==> src/rtl/pc_unit_pkg.sv <==
// pc_unit_pkg: shared fetch-stage state encodings and PC defaults
package pc_unit_pkg;
  typedef enum logic {ST_RUN = 1'b0, ST_HALTED = 1'b1} state_t;
  localparam int CONTADOR_LENGTH_DEF = 11;
  localparam int PC_INCREMENT_DEF = 1;
endpackage

==> src/rtl/pc_unit_next_mux.sv <==
// pc_next_mux: priority select of the next PC (halt/stall > jump > branch > increment)
module pc_next_mux #(
  parameter int W = 11
) (
  input  logic         advance,
  input  logic         halt,
  input  logic         stall,
  input  logic         jump,
  input  logic [W-1:0] jump_target,
  input  logic         branch_taken,
  input  logic [W-1:0] branch_target,
  input  logic [W-1:0] pc,
  input  logic [W-1:0] pc_plus,
  output logic [W-1:0] next_pc
);
  // Hold unless the cycle advances without halt or stall; jump outranks branch.
  always_comb
    next_pc = (!advance || halt || stall) ? pc :
              jump ? jump_target :
              branch_taken ? branch_target : pc_plus;
endmodule

==> src/rtl/pc_unit.sv <==
// pc_unit: fetch-stage PC register with step/stall/halt control and saturating cycle counter
module pc_unit
  import pc_unit_pkg::*;
#(
  parameter int CONTADOR_LENGTH = CONTADOR_LENGTH_DEF,
  parameter int PC_INCREMENT = PC_INCREMENT_DEF,
  parameter int COUNT_WIDTH = 32
) (
  input  logic                       i_clock,
  input  logic                       i_soft_reset,
  input  logic                       i_enable,
  input  logic                       i_modo_step,
  input  logic                       i_step,
  input  logic                       i_stall,
  input  logic                       i_branch_taken,
  input  logic [CONTADOR_LENGTH-1:0] i_branch_target,
  input  logic                       i_jump,
  input  logic [CONTADOR_LENGTH-1:0] i_jump_target,
  input  logic                       i_halt,
  output logic [CONTADOR_LENGTH-1:0] o_direccion,
  output logic [CONTADOR_LENGTH-1:0] o_direccion_plus,
  output logic                       o_halted,
  output logic [COUNT_WIDTH-1:0]     o_ciclos
);
  state_t state, state_next;
  logic advance;
  logic [CONTADOR_LENGTH-1:0] pc_next;

  assign advance = i_enable & (~i_modo_step | i_step) & (state == ST_RUN);
  assign o_direccion_plus = o_direccion + CONTADOR_LENGTH'(PC_INCREMENT);
  assign o_halted = (state == ST_HALTED);

  pc_next_mux #(.W(CONTADOR_LENGTH)) u_mux (
    .advance(advance),
    .halt(i_halt),
    .stall(i_stall),
    .jump(i_jump),
    .jump_target(i_jump_target),
    .branch_taken(i_branch_taken),
    .branch_target(i_branch_target),
    .pc(o_direccion),
    .pc_plus(o_direccion_plus),
    .next_pc(pc_next)
  );

  // HALTED is entered on an advancing halt cycle and left only by reset.
  always_comb
    state_next = (advance && i_halt) ? ST_HALTED : state;

  // State, PC and saturating counter registers.
  always_ff @(posedge i_clock or negedge i_soft_reset)
    if (!i_soft_reset) begin
      state <= ST_RUN;
      o_direccion <= '0;
      o_ciclos <= '0;
    end else begin
      state <= state_next;
      o_direccion <= pc_next;
      if (advance && !(&o_ciclos)) o_ciclos <= o_ciclos + COUNT_WIDTH'(1);
    end
endmodule

==> config.mk <==
export PLATFORM = sky130hd
export DESIGN_NAME = pc_unit
export DESIGN_NICKNAME = d
export VERILOG_FILES = /design/src/rtl/pc_unit_pkg.sv /design/src/rtl/pc_unit_next_mux.sv /design/src/rtl/pc_unit.sv
export SDC_FILE = /design/constraint.sdc
export NUM_CORES = 1
export LEC_CHECK = 0
export ABC_CLOCK_PERIOD_IN_PS = 2250
export CAP_MARGIN = 10
export CORE_ASPECT_RATIO = 0.8
export CORE_MARGIN = 5
export CORE_UTILIZATION = 53
export CTS_CLUSTER_SIZE = 14
export DETAILED_ROUTE_END_ITERATION = 10
export DONT_BUFFER_PORTS = 1
export PLACE_DENSITY = 0.77
export SKIP_CTS_REPAIR_TIMING = 1
export SLEW_MARGIN = 10
export SYNTH_ARGS = -nofsm -noshare
export SYNTH_HDL_FRONTEND = slang
export SYNTH_HIERARCHICAL = 1
export SYNTH_SLANG_ARGS = --single-unit
==> constraint.sdc <==
create_clock -name i_clock -period 2.25 [get_ports i_clock]
set_input_delay 0.3375 -clock i_clock [delete_from_list [all_inputs] [get_ports i_clock]]
set_output_delay 0.3375 -clock i_clock [all_outputs]
set_load 0.03 [all_outputs]
### Word level (Yosys, flattened, before mapping)

Cells that the tools add are included.

* mux-type cells: 2
* reduce and logical (&&, ||, !) cells: 7
* bitwise gates (word level): 5
* $add $sub $neg: 2

Operators with widths (number)
* $add A32 B1 Y32 const B: 1
* $reduce_and A32 Y1: 1
* $mux W11: 2
* $add A11 B1 Y11 const B: 1
* $and A1 B1 Y1: 2
* $logic_and A1 B1 Y1: 2
* $logic_not A1 Y1: 2
* $logic_or A1 B1 Y1: 2
* $not A1 Y1: 2
* $or A1 B1 Y1: 1

* input port bits: 31
* bits in registers: 44
* output and inout bits: 55

### Longest topological paths before layout

* depth after elaboration: 7
* gate-level depth with buffers: 8

### By module

Netlist, hierarchy kept.

Modules (own cells, without submodules)
* pc_unit: cells each 198, area each 2210.9 sq um, seq. area each 1101.1 sq um, times used 1
* pc_next_mux: cells each 49, area each 376.6 sq um, seq. area each 0.0 sq um, times used 1

### Worst setup path after synthesis

No wires, ideal clock.

* path type: reg-to-reg
* from: register o_direccion[2]
* to: register o_direccion[9]
* cell stages (with the launch flop): 9
* path slack: -2 ps
* library setup time: 76 ps
* data required time: 2174 ps
* arrival: 2176 ps
* path through: dfrtp_1 and3_1 nand3_1 nor2_1 nand3_1 xnor2_1 mux2_2 mux2i_1 o21ai_1

* word-level cells in the longest chain between the ends: 3

RTL lines
* start, declared: line pc_unit.sv:20 `output logic [CONTADOR_LENGTH-1:0] o_direccion,`
* start signal, assigned: line pc_unit.sv:58 `o_direccion <= pc_next;`
* $add A11 B1 Y11: line pc_unit.sv:30 `assign o_direccion_plus = o_direccion + CONTADOR_LENGTH'(PC_INCREMENT);`
* net o_direccion_plus[9]: line pc_unit.sv:21 `output logic [CONTADOR_LENGTH-1:0] o_direccion_plus,`
* $mux W11: line pc_unit_next_mux.sv:20 `branch_taken ? branch_target : pc_plus;`
* $mux W11: line pc_unit_next_mux.sv:19 `jump ? jump_target :`

The timed path passes the listed nets, and every way through them passes these cells.
A chain may end at the register's enable or synchronous reset.

### Final worst setup path

* from: register o_direccion[0]
* to: output port o_direccion_plus[10]

* word-level cells in the longest chain between the ends: 1

RTL lines (line)
* $add A11 B1 Y11: pc_unit.sv:30
* end, declared: pc_unit.sv:21

No other way between the ends.

==> reports/metrics.yaml <==
status: "completed"
core_sq_um: 4650
vias: 2142
fin_nets: 333
wl_met3_um: 665
hold_viol: 0
reg2reg_depth: 7
min_period_ps: 2080
ys_ff_latch: 44
leakagePower_nw: 1.48
syn-cell-area_sq_um: 2590
async_flop_share: 1.00
tns_ps: 0
antenna_found_initial: 0
crit_required_ps: 1910
hpwlAfterDp_um: 5270
cts.clk_slew.worst_paths_ps: 80
highest_layer: "met4"
die_h_um: 72.5
finalMaxSlewViolations: 0
drt-pass1-iter-count: 4
tightest_slew_ps: 501
final.setup_skew_ps: 2.89
cts_tree: "done"
hp-class: "in2reg"
syn_area_per_cell_sq_um: 10.5
gr-total-overflow: 0
ys_warn_count: 6
grt_max_degree: 45
ios: 86
drt_iter0_drc: 164
routed_wl_um: 6740
critPathLaunchType: "flop"
synth_fp_nets: 280
met1_length_um: 2830
setup_viol: 0
ant_nets: 0
port_buffers: 0
grt_pass1_wl_um: 10600
wl_per_cell_um: 18.7
end_kind: "output port"
drive_gt1_frac: 0.286
max-cap-violations: 0
gp_congestion: 0.855
clkSinkCount: 44
irDropWorstVdd_v: 0.000648
place_area_sq_um: 3000
cp.arrival_ps: 1740
layout_common_cells: "buf_4, dfrtp_1, xnor2_1"
min_period_over_period: 0.925
cts_max_path_buffers: 2
ys_dominant_reg_cell: "dfrtp_1"
routed_via_density: 5.93
fmax_mhz: 480
rows: 22
ys_seq_area_frac: 0.426
cts_max_level: 2
final_cell_area_sq_um: 3130
dp.cells: 351
synth_cell_type_count: 44
n_antenna_cell: 0
relSlewSlack: 0.663
track_usage: 0.216
drcViolationCount: 0
synth_cells: 247
start_util: 0.556
hold_path_depth: 1
grt_pass1_vias: 2091
cp_max_fo: 6
synth_edf_count: 0
rsz0062_at_grt: "no"
p_total_mw: 2.92
crit_type: "reg2out"
final_cells: 361
clock_latency_ps: 300
die_area_sq_um: 6390
power_density_nw_per_um2: 935
die_x_um: 88.1
area_growth_pct: 20.9
wl_met2_um: 3150
clockRootBuffer: "clkbuf_8"
final_common_cell: "buf_4"
cts_buffers: 5
==> state kept, by name, summed over array words and instances (netlist names) <==
name	cells
o_halted	1
o_direccion	11
o_ciclos	32
==> layer usage <==
layer  global-route usage  vias up
li1                     -      997
met1                0.304     1037
met2                0.315       98
met3               0.0670       10
met4               0.0738        0
met5                    0        -
==> logic make-up (layout without fill, tap and decap cells) <==
group / count (synthesis) / after routing / share of synthesized area
buffers and inverters: 10 / 64 / 0.0261
and+or+nand+nor: 111 / 111 / 0.273
AOI/OAI and AO/OA: 18 / 18 / 0.0377
DFF: 44 / 44 / 0.426
xor gates and xnor gates: 37 / 37 / 0.125
adders and majority gates: 2 / 2 / 0.00967
muxes: 25 / 25 / 0.103
==> stage by stage <==
stage                util  setup slack, ps  hold slack [ps]
finish              0.672              168              154
global route        0.672             38.1              145
CTS                 0.664              182             -288
detailed placement  0.645              252             43.1
global placement    0.645              405             43.2
floorplan               -             60.5             41.9
==> worst paths after layout <==
path	start	to	slack [ps]
min reg2reg	o_direccion[1]$_DFF_PN0_	o_direccion[1]$_DFF_PN0_	590
max	o_direccion[0]$_DFF_PN0_	o_direccion_plus[10]	170
max in group asynchronous	i_soft_reset	o_ciclos[31]$_DFFE_PN0P_	1510
min	i_halt	o_halted$_DFFE_PN0P_	150
min in group asynchronous	i_soft_reset	o_direccion[0]$_DFF_PN0_	520
max reg2reg	o_ciclos[0]$_DFFE_PN0P_	o_ciclos[31]$_DFFE_PN0P_	230
==> cells in the mapped netlist (2+ instances only) <==
master,instances,area [sq um]
dfrtp_1,44,1100
xnor2_1,24,210
nand2_1,21,78.8
nand3_1,19,95.1
nand4_1,17,106
xor2_1,13,114
mux2i_1,12,120
mux2_2,11,124
o21ai_1,10,50.1
and3_1,9,56.3
nor2_1,9,33.8
nor3_1,8,40.0
a21oi_1,3,15.0
buf_2,3,15.0
buf_6,3,33.8
nand3_2,3,30.0
nor4_1,3,18.8
nor4_4,3,63.8
and2_1,2,12.5
and4_1,2,17.5
ha_1,2,25.0
mux2_1,2,22.5
o21ai_0,2,10.0
or3_1,2,12.5
==> area by class of cell <==
cell class | count | area (sq um)
multi-input combinational | 193 | 1430
inverter | 2 | 7.51
fill | 382 | 1520
clock buffer | 8 | 90.1
sequential | 44 | 1100
timing repair buffer | 54 | 428
tap | 60 | 75.1
==> report_power, final <==
part / internal [mW] / leakage (nW) / switching [mW] / total, mW
registers: 0.927 / 0.582 / 0.195 / 1.12
clock network: 0.251 / 0.0455 / 0.266 / 0.516
logic: 0.467 / 0.855 / 0.819 / 1.29
==> critical path: stages (launching register included) <==
cell and delay, ps:
dfrtp_1 440, ha_1 250, and2_1 200, nand4_1 120, xnor2_1 240, buf_4 200
Note: power is estimated with default switching activity, not from simulation.
